`config.mk`:
```
export PLATFORM = sky130hd
export DESIGN_NAME = hmem_arbiter_flat
export DESIGN_NICKNAME = d
export VERILOG_FILES = /design/src/rtl/hmem_arbiter_pkg.sv /design/src/rtl/hmem_arbiter_if.sv /design/src/rtl/hmem_arbiter_rr_pick2.sv /design/src/rtl/hmem_arbiter.sv /design/src/flat_wrapper.sv
export SDC_FILE = /design/constraint.sdc
export NUM_CORES = 1
export LEC_CHECK = 0
export CAP_MARGIN = 20
export CORE_AREA = 2 2 118 120
export CTS_CLUSTER_SIZE = 40
export DETAILED_ROUTE_END_ITERATION = 8
export DIE_AREA = 0 0 120 122
export PLACE_DENSITY_LB_ADDON = 0.2
export SLEW_MARGIN = 40
export SYNTH_ARGS = -nofsm -noshare
export SYNTH_HDL_FRONTEND = slang
export SYNTH_SLANG_ARGS = --single-unit
```
`constraint.sdc`:
```
create_clock -name clk -period 1.9 [get_ports clk]
set_clock_uncertainty 0.1 [all_clocks]
set_input_delay 0.19 -clock clk [delete_from_list [all_inputs] [get_ports clk]]
set_output_delay 0.19 -clock clk [all_outputs]
set_load 0.01 [all_outputs]
```
`src/rtl/hmem_arbiter_pkg.sv`:
```
// Shared types for the higher-memory arbiter slice.
// Contents:
//   memory_operation_e - request opcode carried on every higher-memory port
//   arb_state_e        - arbiter FSM states
//   OWNER_*            - one-hot encodings presented on the arbiter's owner output
package torrence_types;

  typedef enum logic [1:0] {
    LOAD    = 2'd0,
    STORE   = 2'd1,
    CLFLUSH = 2'd2
  } memory_operation_e;

  typedef enum logic [1:0] {
    ST_IDLE = 2'd0,
    ST_OWN0 = 2'd1,
    ST_OWN1 = 2'd2
  } arb_state_e;

  localparam logic [1:0] OWNER_NONE = 2'b00;
  localparam logic [1:0] OWNER_C0   = 2'b01;
  localparam logic [1:0] OWNER_C1   = 2'b10;

endpackage

```
`src/rtl/hmem_arbiter_if.sv`:
```
// Interfaces used by the arbiter.
//   reset_if         - carries the asynchronous active-high reset.
//   higher_memory_if - word-granular request/fulfil channel between a cache
//                      miss path and main memory.
//     memory    modport: the side that answers requests (req_* in, fulfil out)
//     requester modport: the side that issues requests (mirror of memory)
interface reset_if;
  logic reset;
  modport sink   (input  reset);
  modport source (output reset);
endinterface

interface higher_memory_if #(
  parameter int ADDR_W = 32,
  parameter int DATA_W = 32
);
  import torrence_types::*;

  logic              req_valid;
  memory_operation_e req_operation;
  logic [ADDR_W-1:0] req_address;
  logic [DATA_W-1:0] req_store_word;
  logic              req_fulfilled;
  logic [DATA_W-1:0] req_loaded_word;

  modport memory (
    input  req_valid, req_operation, req_address, req_store_word,
    output req_fulfilled, req_loaded_word
  );
  modport requester (
    output req_valid, req_operation, req_address, req_store_word,
    input  req_fulfilled, req_loaded_word
  );
endinterface

```
`src/rtl/hmem_arbiter_rr_pick2.sv`:
```
// Two-requester round-robin picker.
// Ports:
//   i_req0, i_req1 - request lines of client 0 / client 1
//   i_last_owner   - client that held the port last (0 = client 0, 1 = client 1)
//   o_grant0/1     - at most one asserted; on a tie the client that did not
//                    own the port last wins
module rr_pick2 (
  input  logic i_req0,
  input  logic i_req1,
  input  logic i_last_owner,
  output logic o_grant0,
  output logic o_grant1
);

  assign o_grant0 = i_req0 & (~i_req1 |  i_last_owner);
  assign o_grant1 = i_req1 & (~i_req0 | ~i_last_owner);

endmodule

```
`src/rtl/hmem_arbiter.sv`:
```
// Arbiter sharing one main-memory port between the I-cache (client 0) and
// D-cache (client 1) miss paths. A client keeps the port for as long as it
// holds req_valid, so a writeback followed by an allocate stays in one tenure.
// Ports:
//   clk            - clock
//   rst_if         - asynchronous active-high reset
//   c0_if, c1_if   - client ports (memory side)
//   mem_if         - downstream port to main memory (requester side)
//   owner          - one-hot current owner (01 = c0, 10 = c1, 00 = none)
//   protocol_error - sticky: a tenure ended part-way through a cache line
module hmem_arbiter
  import torrence_types::*;
#(
  parameter int LINE_WORDS = 4,
  parameter int ADDR_W     = 32
) (
  input  logic              clk,
  reset_if.sink             rst_if,
  higher_memory_if.memory   c0_if,
  higher_memory_if.memory   c1_if,
  higher_memory_if.requester mem_if,
  output logic [1:0]        owner,
  output logic              protocol_error
);

  localparam int CNT_W = $clog2(LINE_WORDS) + 1;

  arb_state_e        r_state;
  logic              r_last_owner;   // 0 = client 0, 1 = client 1
  logic [CNT_W-1:0]  r_word_cnt;
  logic              r_protocol_error;

  logic              w_rst;
  logic              w_grant0;
  logic              w_grant1;
  logic              w_req_valid;
  memory_operation_e w_req_operation;
  logic [ADDR_W-1:0] w_req_address;

  // The count wraps at 2*LINE_WORDS; only its position within a line matters.
  function automatic logic line_misaligned(input logic [CNT_W-1:0] cnt);
    return (cnt & CNT_W'(LINE_WORDS - 1)) != '0;
  endfunction

  assign w_rst = rst_if.reset;

  rr_pick2 u_pick (
    .i_req0       (c0_if.req_valid),
    .i_req1       (c1_if.req_valid),
    .i_last_owner (r_last_owner),
    .o_grant0     (w_grant0),
    .o_grant1     (w_grant1)
  );

  // Combinational forwarding. A fulfil that lands in the owner's release
  // cycle is not passed back, since the owner has already stopped asking.
  always_comb begin
    w_req_valid           = 1'b0;
    w_req_operation       = LOAD;
    w_req_address         = '0;
    mem_if.req_store_word = '0;
    c0_if.req_fulfilled   = 1'b0;
    c0_if.req_loaded_word = '0;
    c1_if.req_fulfilled   = 1'b0;
    c1_if.req_loaded_word = '0;
    owner                 = OWNER_NONE;
    case (r_state)
      ST_IDLE: ;
      ST_OWN0: begin
        w_req_valid           = c0_if.req_valid;
        w_req_operation       = c0_if.req_operation;
        w_req_address         = c0_if.req_address;
        mem_if.req_store_word = c0_if.req_store_word;
        c0_if.req_fulfilled   = mem_if.req_fulfilled & c0_if.req_valid;
        c0_if.req_loaded_word = c0_if.req_valid ? mem_if.req_loaded_word : '0;
        owner                 = OWNER_C0;
      end
      ST_OWN1: begin
        w_req_valid           = c1_if.req_valid;
        w_req_operation       = c1_if.req_operation;
        w_req_address         = c1_if.req_address;
        mem_if.req_store_word = c1_if.req_store_word;
        c1_if.req_fulfilled   = mem_if.req_fulfilled & c1_if.req_valid;
        c1_if.req_loaded_word = c1_if.req_valid ? mem_if.req_loaded_word : '0;
        owner                 = OWNER_C1;
      end
      default: begin
        w_req_valid           = 1'bx;
        w_req_operation       = memory_operation_e'(2'bxx);
        w_req_address         = 'x;
        mem_if.req_store_word = 'x;
        c0_if.req_fulfilled   = 1'bx;
        c0_if.req_loaded_word = 'x;
        c1_if.req_fulfilled   = 1'bx;
        c1_if.req_loaded_word = 'x;
        owner                 = 2'bxx;
      end
    endcase
  end

  assign mem_if.req_valid     = w_req_valid;
  assign mem_if.req_operation = w_req_operation;
  assign mem_if.req_address   = w_req_address;
  assign protocol_error       = r_protocol_error;

  // Every tenure passes through ST_IDLE on release, so tenures never abut.
  always_ff @(posedge clk or posedge w_rst) begin
    if (w_rst) begin
      r_state          <= ST_IDLE;
      r_last_owner     <= 1'b1;
      r_word_cnt       <= '0;
      r_protocol_error <= 1'b0;
    end else begin
      case (r_state)
        ST_IDLE: begin
          if (w_grant0) begin
            r_state    <= ST_OWN0;
            r_word_cnt <= '0;
          end else if (w_grant1) begin
            r_state    <= ST_OWN1;
            r_word_cnt <= '0;
          end
        end
        ST_OWN0: begin
          if (!c0_if.req_valid) begin
            r_state      <= ST_IDLE;
            r_last_owner <= 1'b0;
            if (line_misaligned(r_word_cnt)) r_protocol_error <= 1'b1;
          end else if (mem_if.req_fulfilled) begin
            r_word_cnt <= r_word_cnt + CNT_W'(1);
          end
        end
        ST_OWN1: begin
          if (!c1_if.req_valid) begin
            r_state      <= ST_IDLE;
            r_last_owner <= 1'b1;
            if (line_misaligned(r_word_cnt)) r_protocol_error <= 1'b1;
          end else if (mem_if.req_fulfilled) begin
            r_word_cnt <= r_word_cnt + CNT_W'(1);
          end
        end
        default: r_state <= ST_IDLE;
      endcase
    end
  end

endmodule

```
`src/flat_wrapper.sv`:
```
// flat-port wrapper written by rule: the top's interface ports become plain ports
module hmem_arbiter_flat import torrence_types::*;
#(
  parameter int LINE_WORDS = 4,
  parameter int ADDR_W     = 32
)
  (clk, owner, protocol_error, rst_if_reset, c0_if_req_valid, c0_if_req_operation, c0_if_req_address, c0_if_req_store_word, c0_if_req_fulfilled, c0_if_req_loaded_word, c1_if_req_valid, c1_if_req_operation, c1_if_req_address, c1_if_req_store_word, c1_if_req_fulfilled, c1_if_req_loaded_word, mem_if_req_valid, mem_if_req_operation, mem_if_req_address, mem_if_req_store_word, mem_if_req_fulfilled, mem_if_req_loaded_word);
  reset_if rst_if_i ();
  higher_memory_if #(.ADDR_W(ADDR_W), .DATA_W(32)) c0_if_i ();
  higher_memory_if #(.ADDR_W(ADDR_W), .DATA_W(32)) c1_if_i ();
  higher_memory_if #(.ADDR_W(ADDR_W), .DATA_W(32)) mem_if_i ();
  input  logic clk;
  output logic [1:0] owner;
  output logic protocol_error;
  input wire logic [$bits(rst_if_i.reset)-1:0] rst_if_reset;
  input wire logic [$bits(c0_if_i.req_valid)-1:0] c0_if_req_valid;
  input wire logic [$bits(c0_if_i.req_operation)-1:0] c0_if_req_operation;
  input wire logic [$bits(c0_if_i.req_address)-1:0] c0_if_req_address;
  input wire logic [$bits(c0_if_i.req_store_word)-1:0] c0_if_req_store_word;
  output wire logic [$bits(c0_if_i.req_fulfilled)-1:0] c0_if_req_fulfilled;
  output wire logic [$bits(c0_if_i.req_loaded_word)-1:0] c0_if_req_loaded_word;
  input wire logic [$bits(c1_if_i.req_valid)-1:0] c1_if_req_valid;
  input wire logic [$bits(c1_if_i.req_operation)-1:0] c1_if_req_operation;
  input wire logic [$bits(c1_if_i.req_address)-1:0] c1_if_req_address;
  input wire logic [$bits(c1_if_i.req_store_word)-1:0] c1_if_req_store_word;
  output wire logic [$bits(c1_if_i.req_fulfilled)-1:0] c1_if_req_fulfilled;
  output wire logic [$bits(c1_if_i.req_loaded_word)-1:0] c1_if_req_loaded_word;
  output wire logic [$bits(mem_if_i.req_valid)-1:0] mem_if_req_valid;
  output wire logic [$bits(mem_if_i.req_operation)-1:0] mem_if_req_operation;
  output wire logic [$bits(mem_if_i.req_address)-1:0] mem_if_req_address;
  output wire logic [$bits(mem_if_i.req_store_word)-1:0] mem_if_req_store_word;
  input wire logic [$bits(mem_if_i.req_fulfilled)-1:0] mem_if_req_fulfilled;
  input wire logic [$bits(mem_if_i.req_loaded_word)-1:0] mem_if_req_loaded_word;
  assign rst_if_i.reset = rst_if_reset;
  assign c0_if_i.req_valid = c0_if_req_valid;
  assign c0_if_i.req_operation = c0_if_req_operation;
  assign c0_if_i.req_address = c0_if_req_address;
  assign c0_if_i.req_store_word = c0_if_req_store_word;
  assign c0_if_req_fulfilled = c0_if_i.req_fulfilled;
  assign c0_if_req_loaded_word = c0_if_i.req_loaded_word;
  assign c1_if_i.req_valid = c1_if_req_valid;
  assign c1_if_i.req_operation = c1_if_req_operation;
  assign c1_if_i.req_address = c1_if_req_address;
  assign c1_if_i.req_store_word = c1_if_req_store_word;
  assign c1_if_req_fulfilled = c1_if_i.req_fulfilled;
  assign c1_if_req_loaded_word = c1_if_i.req_loaded_word;
  assign mem_if_req_valid = mem_if_i.req_valid;
  assign mem_if_req_operation = mem_if_i.req_operation;
  assign mem_if_req_address = mem_if_i.req_address;
  assign mem_if_req_store_word = mem_if_i.req_store_word;
  assign mem_if_i.req_fulfilled = mem_if_req_fulfilled;
  assign mem_if_i.req_loaded_word = mem_if_req_loaded_word;
  hmem_arbiter #(.LINE_WORDS(LINE_WORDS), .ADDR_W(ADDR_W)) u_core (.clk(clk), .rst_if(rst_if_i), .c0_if(c0_if_i), .c1_if(c1_if_i), .mem_if(mem_if_i), .owner(owner), .protocol_error(protocol_error));
endmodule
```
==> results.txt <==
The internal portion of the total power is 5.61 mW. The area share of the largest cell type after synthesis came out at 26.7%. The initial antenna violation count came out at 0.

The power share of the sequential group came out at 2.4%. The flow ran to the end, but the final reports show violations. The die area came out at 14,600 um2. The startpoint identified for the worst register-to-register timing path is u_core.r_state[1]$_DFFE_PP0P_.

The reported leakage power came out at 2.96 nW. The share of the core filled with cells in the final layout is 49.7%. The tightest min-delay check is of the in -> async type. The width of the die is 120 um. The buffer levels on the longest clock path is 2. The count of flip-flops with a built-in enable after synthesis came out at 0. The root buffer cell chosen for the clock tree is clkbuf_16. The synthesized area per cell came out at 6.84 um2. The post-synthesis cell type count came out at 29.

IR analysis of the VDD net gives a maximum drop of 0.000508 V. The data required time of the critical path is 1.61 ns. The part of the cycle the worst path needs came out at 107%. Max-cap violations in this run came to 0. Data arrives at the worst endpoint at 1.75 ns.

Dividing the detail-routed wire length by the instance count gives 18.0 um. After clock tree synthesis, the clock-pin slew on the worst setup and hold paths is 0.04 ns. The die extent in y is 122 um. The first routing iteration left 82 violations. After detailed routing, the number of remaining DRC violations is 0. Setup repair after global routing could not meet its margin everywhere.

The count of hold buffers inserted by post-cts repair came out at 0. The number of input and output port buffers inserted is 304. The clock latency at the later pin of the worst-skew pair came out at 0.23 ns. The number of cell instances on the worst register-to-register path is 9. The area of the core is 13,500 um2. The switching part of the total power is 39.5%. The wire length of the first global-routing pass is 19,800 um. The post-detailed-route via-to-cell ratio is 4.41.

The total clock sinks is 6. The netlist area before placement is 1890 um2. The normalized max-slew margin is 81.7%. The number of buffers created by CTS came out at 3. The worst setup path is of the reg -> out kind. After legalization and detailed placement, the total HPWL measured 8750 um. Yosys attributes the largest share of cell area to a22oi_1, nor2b_1, and2_1, and3_1, dfrtp_1. The number of endpoints failing setup at the final stage is 108. Once the floorplan was initialized, standard cells occupied 14.0% of the core. The most used flip-flop cell after synthesis is dfrtp_1. The worst setup path is launched from a flip-flop.

The H-tree depth came out at 1. The largest net degree at the start of global routing came out at 34. After layout, the worst setup slack is -0.138 ns. The number of cell rows came out at 43. The antenna diode count is 0. In this run the remaining antenna-violating nets after routing total 0. The total net switching power came out at 3.66 mW. During I/O placement, the number of pins put on the boundary was 305. The fraction of registers with async set/reset is 100%. The transition time of the tightest slew-check pin is 0.275 ns. The power per standard cell area came out at 1380 nW/um2. For flop-to-flop paths, the worst setup slack is -0.05 ns. The count of synthesis-stage warnings from yosys came out at 0. The placement-stage worst setup slack is -0.265 ns. The via count of the first global-routing pass came to 3,550.

The share of total power in combinational logic came out at 93.7%. The clock power share came out at 3.8%. The overall overflow remaining after global route came out at 0. The number of detailed-routing iterations run before antenna repair came out at 4. The total nets after synthesis came out at 451. The CTS tree is built. Global routing consumed, over all layers together, 17.0% of the routing resources. The biggest area consumer among synthesized cells is a22oi_1. Synthesis produced a netlist whose cell count is 276. The area added between synthesis and finish is 255%. After the last flow step, the layout net total stands at 825. The endpoint identified for the worst register-to-register timing path is u_core.r_word_cnt[1]$_DFFE_PP0P_.

The final reports fail on setup timing. STA classifies the critical path endpoint as an output port. The setup TNS is -6.57 ns. Of the cells placed in the final design, the portion with a size suffix greater than 1 is 56.2%. The biggest fanout along the worst timing path is 6.

The placer's final routability congestion estimate came out at 0.760. In this run, synthesis produced a sequential element count of 6. The post-synthesis sequential area ratio came out at 8.02%. By count the netlist is led by a22oi_1, nor2b_1, and2_1. The total number of vias came out at 3,656. The routed design has 14,900 um of wire. The upper clock frequency limit came out at 0.491 GHz.

The final hold violation count is 0. The number of max-slew violations in the final report was 0. The clock period minus worst slack is 2.04 ns.
[cell families after synthesis]
family          after synthesis  synth area share, %
fa+ha+maj                     6                 3.98
compound gates               77                 31.1
flops                         6                 8.02
buf+inv                      41                 8.75
mux                           1                0.597
simple gates                145                 47.5
[critical path: stages, from the launching register on]
cell and delay, ns:
dfrtp_1 0.41, buf_6 0.14, ha_4 0.20, buf_8 0.15, buf_16 0.13, buf_6 0.12, a22oi_2 0.17, nor2b_1 0.06
buf_2 0.13
[timing repair]
action | 4_1_cts | 5_1_grt
setup endpoints to repair | 136 | 135
gates resized for setup | 640 | 135
cloned | 16 | 11
setup buffers | 33 | 18
pin swaps | 8 | 70
[how the worst max path moves through the flow]
stage,start,endpoint,slack (ns),cells past startpoint
CTS,u_core.r_state[1]$_DFFE_PP0P_,mem_if_req_address[11],-0.14,8
global placement,u_core.r_state[1]$_DFFE_PP0P_,mem_if_req_address[11],-0.23,5
floorplan,u_core.r_state[0]$_DFFE_PP0P_,c1_if_req_loaded_word[21],0.03,6
global route,u_core.r_state[1]$_DFFE_PP0P_,mem_if_req_address[26],-0.21,8
detailed placement,c0_if_req_valid,c0_if_req_loaded_word[20],-0.26,6
finish,u_core.r_state[1]$_DFFE_PP0P_,mem_if_req_address[26],-0.14,8
[per-layer routing]
layer | up-vias | routed length, um | GRT usage (%)
met3 | 18 | 936 | 3.56
li1 | 1754 | - | -
met4 | 0 | 200 | 2.50
met1 | 1720 | 5790 | 20.6
met2 | 164 | 8010 | 31.6
met5 | - | 0 | 0
[per-stage QoR]
step                instances  area [um2]  total power [mW]  hold WS [ns]
CTS                       806        5870              7.61         0.131
global placement          753        5300              5.41         0.348
detailed placement        753        5300              5.44         0.367
global route              829        6710              9.80         0.155
floorplan                 276        1890              2.70        -0.120
finish                    829        6710              9.27         0.109
[layout make-up]
cell class                 count  area, um2
tap                          180        225
clock buffer                   4       78.8
inverter                       8       35.0
multi-input combinational    229       2140
timing repair buffer         402       4070
fill                        1308       6800
sequential                     6        151
[power groups by stage]
stage	Clock (mW)	Sequential, mW	Combinational [mW]
after floorplan	0	0.220	2.48
after global placement	0	0.218	5.19
after detailed placement	0	0.220	5.22
after CTS	0.365	0.219	7.03
after global routing	0.374	0.232	9.19
final	0.356	0.224	8.69
[layout by cell type (no fill, tap or decap), types with 7 or more instances in the layout]
cell and instances:
and3_4 10, a22oi_2 66, clkbuf_16 11, and2_4 29
buf_16 11, nor2b_1 60, buf_6 77, buf_12 12
and3_1 21, buf_2 89, buf_8 7, clkdlybuf4s50_1 169
buf_4 27
[flip-flops by register name, summed over array words and instances (netlist names)]
register and flops:
u_core.r_state 2, u_core.r_word_cnt 2, u_core.protocol_error 1, u_core.r_last_owner 1
No activity file was read; power rests on OpenSTA's default activity.
